<file path="src/rtl/branch_predictor_btb_pkg.sv">
// ============================================================================
// Module      : branch_predictor_btb_pkg
// Description : Shared constants, types and helpers for the BTB predictor.
// Revision    : 1.0 - initial release
// ============================================================================
`default_nettype none

package branch_predictor_btb_pkg;

  localparam int ADDR_W = 32;

  typedef enum logic [1:0] {
    SAT_HOLD = 2'd0,
    SAT_INC  = 2'd1,
    SAT_DEC  = 2'd2,
    SAT_LOAD = 2'd3
  } sat_op_e;

  // Word-aligned PCs: two low bits never reach the index or the tag.
  function automatic int btb_idx_w(input int entries);
    return $clog2(entries);
  endfunction

  function automatic int btb_tag_w(input int entries);
    return 30 - $clog2(entries);
  endfunction

  function automatic logic [3:0] ctr_weak_taken(input int w);
    return 4'(1 << (w - 1));
  endfunction

  function automatic logic [3:0] ctr_weak_not_taken(input int w);
    return 4'((1 << (w - 1)) - 1);
  endfunction

  function automatic logic [ADDR_W-1:0] sat_inc32(input logic [ADDR_W-1:0] v);
    return (&v) ? v : v + 1'b1;
  endfunction

endpackage

`default_nettype wire

</file>
<file path="src/rtl/branch_predictor_btb_if.sv">
// ============================================================================
// Module      : branch_predictor_btb_if
// Description : Lookup, resolve/update and statistics signals of the BTB.
// Revision    : 1.0 - initial release
// ============================================================================
`default_nettype none

interface branch_predictor_btb_if
  import branch_predictor_btb_pkg::*;
();

  logic [ADDR_W-1:0] pc_i;
  logic              lookup_en_i;
  logic              pre_branch_flag_o;
  logic [ADDR_W-1:0] pre_branch_target_address_o;
  logic              pre_take_or_not_o;
  logic              pre_sel_o;
  logic              id_is_branch_i;
  logic              id_take_or_not_i;
  logic              id_pre_true_i;
  logic              id_sel_i;
  logic [ADDR_W-1:0] id_pc_i;
  logic [ADDR_W-1:0] id_target_i;
  logic              flush_i;
  logic [31:0]       mispredict_cnt_o;
  logic [31:0]       branch_cnt_o;

  modport slave (
    input  pc_i, lookup_en_i,
    input  id_is_branch_i, id_take_or_not_i, id_pre_true_i, id_sel_i,
    input  id_pc_i, id_target_i, flush_i,
    output pre_branch_flag_o, pre_branch_target_address_o,
    output pre_take_or_not_o, pre_sel_o,
    output mispredict_cnt_o, branch_cnt_o
  );

  modport master (
    output pc_i, lookup_en_i,
    output id_is_branch_i, id_take_or_not_i, id_pre_true_i, id_sel_i,
    output id_pc_i, id_target_i, flush_i,
    input  pre_branch_flag_o, pre_branch_target_address_o,
    input  pre_take_or_not_o, pre_sel_o,
    input  mispredict_cnt_o, branch_cnt_o
  );

endinterface

`default_nettype wire

</file>
<file path="src/rtl/branch_predictor_btb_sat_counter.sv">
// ============================================================================
// Module      : sat_counter
// Description : Combinational next value of a saturating up/down/load counter.
// Revision    : 1.0 - initial release
// ============================================================================
`default_nettype none

module sat_counter
  import branch_predictor_btb_pkg::*;
#(
  parameter int W = 2
) (
  input  sat_op_e        i_op,
  input  logic [W-1:0]   i_cnt,
  input  logic [W-1:0]   i_load_val,
  output logic [W-1:0]   o_cnt
);

  always_comb begin
    o_cnt = i_cnt;
    case (i_op)
      SAT_INC:  if (!(&i_cnt)) o_cnt = i_cnt + 1'b1;
      SAT_DEC:  if (|i_cnt)    o_cnt = i_cnt - 1'b1;
      SAT_LOAD: o_cnt = i_load_val;
      default:  o_cnt = i_cnt;
    endcase
  end

endmodule

`default_nettype wire

</file>
<file path="src/rtl/branch_predictor_btb.sv">
// ============================================================================
// Module      : branch_predictor_btb
// Description : Direct-mapped register-based BTB with saturating direction
//               counters, zero-latency lookup and resolve-time update.
// Revision    : 1.0 - initial release
// ============================================================================
`default_nettype none

module branch_predictor_btb
  import branch_predictor_btb_pkg::*;
#(
  parameter int ENTRIES = 64,
  parameter int CTR_W   = 2
) (
  input  logic                  clk,
  input  logic                  rst,
  branch_predictor_btb_if.slave bus
);

  localparam int IDX_W = btb_idx_w(ENTRIES);
  localparam int TAG_W = btb_tag_w(ENTRIES);
  localparam logic [CTR_W-1:0] C_CTR_WT  = CTR_W'(ctr_weak_taken(CTR_W));
  localparam logic [CTR_W-1:0] C_CTR_WNT = CTR_W'(ctr_weak_not_taken(CTR_W));

  generate
    if ((ENTRIES < 4) || (ENTRIES > 1024) || ((ENTRIES & (ENTRIES - 1)) != 0)) begin : g_bad_entries
      $error("ENTRIES must be a power of two in 4..1024");
    end
    if ((CTR_W < 1) || (CTR_W > 4)) begin : g_bad_ctr_w
      $error("CTR_W must be in 1..4");
    end
  endgenerate

  logic                  r_valid  [ENTRIES];
  logic [TAG_W-1:0]      r_tag    [ENTRIES];
  logic [ADDR_W-1:0]     r_target [ENTRIES];
  logic [CTR_W-1:0]      r_ctr    [ENTRIES];
  logic [31:0]           r_branch_cnt;
  logic [31:0]           r_mispredict_cnt;

  logic [IDX_W-1:0]      w_lk_idx;
  logic [TAG_W-1:0]      w_lk_tag;
  logic                  w_hit;
  logic                  w_pred_taken;
  logic [IDX_W-1:0]      w_up_idx;
  logic [TAG_W-1:0]      w_up_tag;
  logic                  w_up_match;
  logic                  w_write;
  sat_op_e               w_sat_op;
  logic [CTR_W-1:0]      w_ctr_next;
  logic                  w_unused;

  assign w_lk_idx = bus.pc_i[IDX_W+1:2];
  assign w_lk_tag = bus.pc_i[ADDR_W-1:IDX_W+2];

  // Reset gating keeps the fetch stage from redirecting on stale entries.
  assign w_hit        = bus.lookup_en_i & ~rst & r_valid[w_lk_idx] &
                        (r_tag[w_lk_idx] == w_lk_tag);
  assign w_pred_taken = w_hit & r_ctr[w_lk_idx][CTR_W-1];

  assign bus.pre_sel_o                   = w_hit;
  assign bus.pre_take_or_not_o           = w_pred_taken;
  assign bus.pre_branch_flag_o           = w_pred_taken;
  assign bus.pre_branch_target_address_o = w_hit ? r_target[w_lk_idx] : '0;

  assign w_up_idx   = bus.id_pc_i[IDX_W+1:2];
  assign w_up_tag   = bus.id_pc_i[ADDR_W-1:IDX_W+2];
  assign w_up_match = r_valid[w_up_idx] & (r_tag[w_up_idx] == w_up_tag);

  // A not-taken branch that misses is never worth a table slot.
  assign w_write = bus.id_is_branch_i & ~bus.flush_i &
                   (w_up_match | bus.id_take_or_not_i);

  always_comb begin
    w_sat_op = SAT_HOLD;
    if (w_up_match)
      w_sat_op = bus.id_take_or_not_i ? SAT_INC : SAT_DEC;
    else if (bus.id_take_or_not_i)
      w_sat_op = SAT_LOAD;
  end

  sat_counter #(
    .W (CTR_W)
  ) u_dir_ctr (
    .i_op       (w_sat_op),
    .i_cnt      (r_ctr[w_up_idx]),
    .i_load_val (C_CTR_WT),
    .o_cnt      (w_ctr_next)
  );

  always_ff @(posedge clk) begin
    if (rst) begin
      for (int i = 0; i < ENTRIES; i++) begin
        r_valid[i] <= 1'b0;
        r_ctr[i]   <= C_CTR_WNT;
      end
      r_branch_cnt     <= '0;
      r_mispredict_cnt <= '0;
    end else begin
      if (bus.flush_i) begin
        for (int i = 0; i < ENTRIES; i++) r_valid[i] <= 1'b0;
      end else if (w_write) begin
        r_valid[w_up_idx] <= 1'b1;
        r_ctr[w_up_idx]   <= w_ctr_next;
      end
      if (bus.id_is_branch_i) begin
        r_branch_cnt <= sat_inc32(r_branch_cnt);
        if (!bus.id_pre_true_i) r_mispredict_cnt <= sat_inc32(r_mispredict_cnt);
      end
    end
  end

  // Tag and target carry no reset; validity alone qualifies them.
  always_ff @(posedge clk) begin
    if (!rst && w_write && bus.id_take_or_not_i) begin
      r_tag[w_up_idx]    <= w_up_tag;
      r_target[w_up_idx] <= bus.id_target_i;
    end
  end

  assign bus.branch_cnt_o     = r_branch_cnt;
  assign bus.mispredict_cnt_o = r_mispredict_cnt;

  assign w_unused = ^{bus.pc_i[1:0], bus.id_pc_i[1:0], bus.id_sel_i};

endmodule

`default_nettype wire

</file>
<file path="src/flat_wrapper.sv">
// flat-port wrapper written by rule: the top's interface ports become plain ports
module branch_predictor_btb_flat import branch_predictor_btb_pkg::*;
#(
  parameter int ENTRIES = 64,
  parameter int CTR_W   = 2
)
  (clk, rst, bus_pc_i, bus_lookup_en_i, bus_id_is_branch_i, bus_id_take_or_not_i, bus_id_pre_true_i, bus_id_sel_i, bus_id_pc_i, bus_id_target_i, bus_flush_i, bus_pre_branch_flag_o, bus_pre_branch_target_address_o, bus_pre_take_or_not_o, bus_pre_sel_o, bus_mispredict_cnt_o, bus_branch_cnt_o);
  branch_predictor_btb_if bus_i ();
  input  logic clk;
  input  logic rst;
  input wire logic [$bits(bus_i.pc_i)-1:0] bus_pc_i;
  input wire logic [$bits(bus_i.lookup_en_i)-1:0] bus_lookup_en_i;
  input wire logic [$bits(bus_i.id_is_branch_i)-1:0] bus_id_is_branch_i;
  input wire logic [$bits(bus_i.id_take_or_not_i)-1:0] bus_id_take_or_not_i;
  input wire logic [$bits(bus_i.id_pre_true_i)-1:0] bus_id_pre_true_i;
  input wire logic [$bits(bus_i.id_sel_i)-1:0] bus_id_sel_i;
  input wire logic [$bits(bus_i.id_pc_i)-1:0] bus_id_pc_i;
  input wire logic [$bits(bus_i.id_target_i)-1:0] bus_id_target_i;
  input wire logic [$bits(bus_i.flush_i)-1:0] bus_flush_i;
  output wire logic [$bits(bus_i.pre_branch_flag_o)-1:0] bus_pre_branch_flag_o;
  output wire logic [$bits(bus_i.pre_branch_target_address_o)-1:0] bus_pre_branch_target_address_o;
  output wire logic [$bits(bus_i.pre_take_or_not_o)-1:0] bus_pre_take_or_not_o;
  output wire logic [$bits(bus_i.pre_sel_o)-1:0] bus_pre_sel_o;
  output wire logic [$bits(bus_i.mispredict_cnt_o)-1:0] bus_mispredict_cnt_o;
  output wire logic [$bits(bus_i.branch_cnt_o)-1:0] bus_branch_cnt_o;
  assign bus_i.pc_i = bus_pc_i;
  assign bus_i.lookup_en_i = bus_lookup_en_i;
  assign bus_i.id_is_branch_i = bus_id_is_branch_i;
  assign bus_i.id_take_or_not_i = bus_id_take_or_not_i;
  assign bus_i.id_pre_true_i = bus_id_pre_true_i;
  assign bus_i.id_sel_i = bus_id_sel_i;
  assign bus_i.id_pc_i = bus_id_pc_i;
  assign bus_i.id_target_i = bus_id_target_i;
  assign bus_i.flush_i = bus_flush_i;
  assign bus_pre_branch_flag_o = bus_i.pre_branch_flag_o;
  assign bus_pre_branch_target_address_o = bus_i.pre_branch_target_address_o;
  assign bus_pre_take_or_not_o = bus_i.pre_take_or_not_o;
  assign bus_pre_sel_o = bus_i.pre_sel_o;
  assign bus_mispredict_cnt_o = bus_i.mispredict_cnt_o;
  assign bus_branch_cnt_o = bus_i.branch_cnt_o;
  branch_predictor_btb #(.ENTRIES(ENTRIES), .CTR_W(CTR_W)) u_core (.clk(clk), .rst(rst), .bus(bus_i));
endmodule
</file>
<file path="config.mk">
export PLATFORM = sky130hd
export DESIGN_NAME = branch_predictor_btb_flat
export DESIGN_NICKNAME = d
export VERILOG_FILES = /design/src/rtl/branch_predictor_btb_pkg.sv /design/src/rtl/branch_predictor_btb_if.sv /design/src/rtl/branch_predictor_btb_sat_counter.sv /design/src/rtl/branch_predictor_btb.sv /design/src/flat_wrapper.sv
export SDC_FILE = /design/constraint.sdc
export NUM_CORES = 2
export LEC_CHECK = 0
export CORE_ASPECT_RATIO = 1.4
export CORE_MARGIN = 1.5
export CORE_UTILIZATION = 52
export CTS_BUF_LIST = sky130_fd_sc_hd__clkbuf_16
export DETAILED_ROUTE_END_ITERATION = 10
export PLACE_DENSITY = 0.77
export REMOVE_ABC_BUFFERS = 1
export SYNTH_ARGS = -nofsm -noshare
export SYNTH_HDL_FRONTEND = slang
export SYNTH_SLANG_ARGS = --single-unit
export TNS_END_PERCENT = 1
</file>
<file path="constraint.sdc">
create_clock -name clk -period 9.47 [get_ports clk]
set_input_delay 1.4205 -clock clk [delete_from_list [all_inputs] [get_ports clk]]
set_output_delay 1.4205 -clock clk [all_outputs]
set_load 0.03 [all_outputs]
</file>
==> flow_summary.json <==
{
  "ctsHoldBuffers": 0,
  "drv_cap": 0,
  "setup_tns_ps": 0,
  "clock_skew_ps": 31.7,
  "use_met3": 0.0803,
  "gp_congestion": 0.887,
  "fillCellCount": 21100,
  "vdd_drop_max_uv": 152,
  "gr-usage-all-layers": 0.322,
  "start_util": 0.522,
  "grt_pass1_wl_mm": 705,
  "antenna_found_initial": 35,
  "regArea_um2": 114000,
  "synth_edf_count": 3712,
  "grt_max_degree": 118,
  "vias": 91700,
  "hp-class": "flip-flop to flip-flop",
  "cts_resized": 0,
  "setup_viol": 0,
  "multiInputGateArea_um2": 46100,
  "r2r_setup_slack_ps": 4310,
  "cp-start-kind": "primary input",
  "die_w_um": 475,
  "die_y_um": 663,
  "cts_sinks": 3840,
  "syn_area_um2": 162000,
  "finalHoldViolations": 0,
  "final_cells": 12500,
  "r2r_start": "u_core.r_tag[52][1]",
  "synth_warnings": 0,
  "pwr_density_cell_nw_per_um2": 193,
  "cts_setup_buffers": 0,
  "ant_nets": 0,
  "max_stage_delay_ps": 920,
  "stdcell_area_um2": 182000,
  "end_kind": "output port",
  "cp_common_cell": "mux4_2",
  "leakage_nw": 57.2,
  "clkLatencyLatePin_ps": 920,
  "cts_tree": "built",
  "status": "finished clean",
  "required_ps": 8050,
  "dpl_cell_area_um2": 171000,
  "path_clk_slew_ps": 60,
  "critPathKind": "primary input to output port",
  "dp.cells": 11900,
  "ys_ff_latch": 3840,
  "routedWlPerCell_um": 40.7,
  "syn_area_per_cell_um2": 20.8,
  "min-delay-start": "u_core.r_valid[43]",
  "grt_pass1_vias": 91700,
  "synth_ff_type": "edfxtp_1",
  "cts_buffers": 344,
  "drc_errors": 0,
  "htreeDepth": 5,
  "min_period_ps": 8770,
  "row_count": 242,
  "cp.arrival_ps": 7350,
  "wirelength_mm": 510,
  "grt_busiest_layer": "met2",
  "nets": 8204,
  "max_freq_mhz": 114,
  "synth_area_leaders": "edfxtp_1 (69%), mux4_2 (19%), mux2i_1 (2.8%), dfxtp_1 (1.6%), a22oi_1 (0.74%)",
  "grt_use_met1": 0.388,
  "ctsLongestPathBuffers": 4,
  "rsz0062_at_grt": "no",
  "first_pass_iters": 7,
  "syn_to_final_growth_pct": 12.2,
  "hpwlAfterDp_mm": 269,
  "power_mw": 35.1,
  "fin_ws_ps": 696,
  "yosysTopAreaCellShare": 0.688,
  "drive_gt1_frac": 0.293,
  "finalCritPeriodShare": 0.926,
  "numPortBuffers": 197,
  "synth_cell_types": 65,
  "yosysSeqAreaShare": 0.704,
  "drtIter0Drc": 14600,
  "slowest_stage": "xnor2_1",
  "startpoint": "bus_pc_i[3]",
  "tightest_slew_ps": 1350,
  "post_drt_via_cell_ratio": 7.32,
  "crit_fanout": 73,
  "synth_cells": 7784,
  "slew_headroom": 0.101,
  "path_cells": "buf_8, buf_4, mux4_2, mux4_2, mux4_2, xnor2_1, nand4_1, nor3_1, nand4_1, buf_4, a211oi_1, buf_12",
  "met2_usage": 0.510,
  "ios": 203,
  "overflow": 0,
  "clockRootBuffer": "clkbuf_16",
  "drv_slew": 0,
  "yosys.area.top_type": "edfxtp_1",
  "place_ws_ps": 1090,
  "synthArstFlopShare": 0,
  "die_area_um2": 315000,
  "core_region_area_um2": 310000
}
-- power by group --
| group | switching (mW) | total, mW | internal [mW] |
|---|---|---|---|
| clock network | 6.37 | 14.3 | 7.89 |
| registers | 0.0165 | 18.6 | 18.6 |
| logic | 1.34 | 2.23 | 0.892 |
| total | 7.73 | 35.1 | 27.4 |
-- through the flow --
| step | utilization | hold slack (ps) |
|---|---|---|
| after CTS | 0.586 | 456 |
| final | 0.586 | 457 |
| after floorplan | - | 425 |
| after global placement | 0.550 | 448 |
| after global routing | 0.586 | 475 |
| after detailed placement | 0.550 | 446 |
-- metal layers --
| metal | wire (µm) | part of all wire |
|---|---|---|
| met1 | 158000 | 0.31 |
| met2 | 245000 | 0.48 |
| met3 | 64900 | 0.13 |
| met4 | 41600 | 0.082 |
| met5 | 224 | 0.00044 |
-- path summary, 6_finish.rpt --
check,end,cells after the start
setup / recovery,bus_pre_branch_target_address_o[2],12
hold / removal,u_core.r_valid[43],2
setup reg to reg,u_core.r_ctr[45][0],11
hold reg to reg,u_core.r_valid[43],2
-- critical path, delay by kind of cell --
family / cells / cell delay (ps)
AND/OR/NAND/NOR: 3 / 1050
AO/OA/AOI/OAI: 1 / 730
multiplexers: 3 / 1370
buffers and inverters: 4 / 1640
XOR/XNOR: 1 / 920
-- cell usage in the layout, fill, tap and decap left out, drive strengths merged, types with 61 or more instances in the layout --
| cell | instances |
|---|---|
| nand2 | 218 |
| a21oi | 68 |
| clkbuf | 348 |
| inv | 83 |
| nand4 | 64 |
| edfxtp | 3712 |
| clkinv | 128 |
| nor2 | 218 |
| nand2b | 96 |
| dfxtp | 128 |
| a22oi | 159 |
| mux2i | 448 |
| clkdlybuf4s50 | 105 |
| mux4 | 1402 |
| buf | 398 |
| o21ai | 61 |
| nand3 | 109 |
| mux2 | 72 |
-- sequential cells by signal (all words and copies together) (netlist names) --
| signal | cells |
|---|---|
| u_core.r_valid | 64 |
| u_core.r_tag | 1536 |
| u_core.bus.branch_cnt_o | 32 |
| u_core.r_ctr | 128 |
| u_core.bus.mispredict_cnt_o | 32 |
| u_core.r_target | 2048 |
-- layout make-up --
class	count	share of cell area
multi-input cells	3401	0.254
well taps	4148	0.0286
clock buffers	348	0.0479
clock inverters	258	0.0136
flip-flops and latches	3840	0.627
inverters	8	0.000165
repair buffers	503	0.0283
diodes	19	0.000262
-- cells in the mapped netlist, types with 96 or more instances --
cell type	n
a22oi_1	159
buf_1	109
buf_2	135
clkbuf_1	251
dfxtp_1	128
edfxtp_1	3712
mux2i_1	448
mux4_2	1402
nand2_1	218
nand2b_1	96
nand3_1	109
nor2_1	217
-- cell families (layout without fill, tap and decap cells) --
logic type,after synthesis,count (layout),synth area share
and+or+nand+nor,876,876,0.0264
AOI/OAI and AO/OA,491,491,0.0211
muxes,1922,1922,0.228
adders and majority gates,4,4,0.000278
xor gates and xnor gates,108,108,0.00584
other,0,19,0
DFF,3840,3840,0.704
buffers and inverters,543,1117,0.0147
Power figures use the tool's default switching activity.
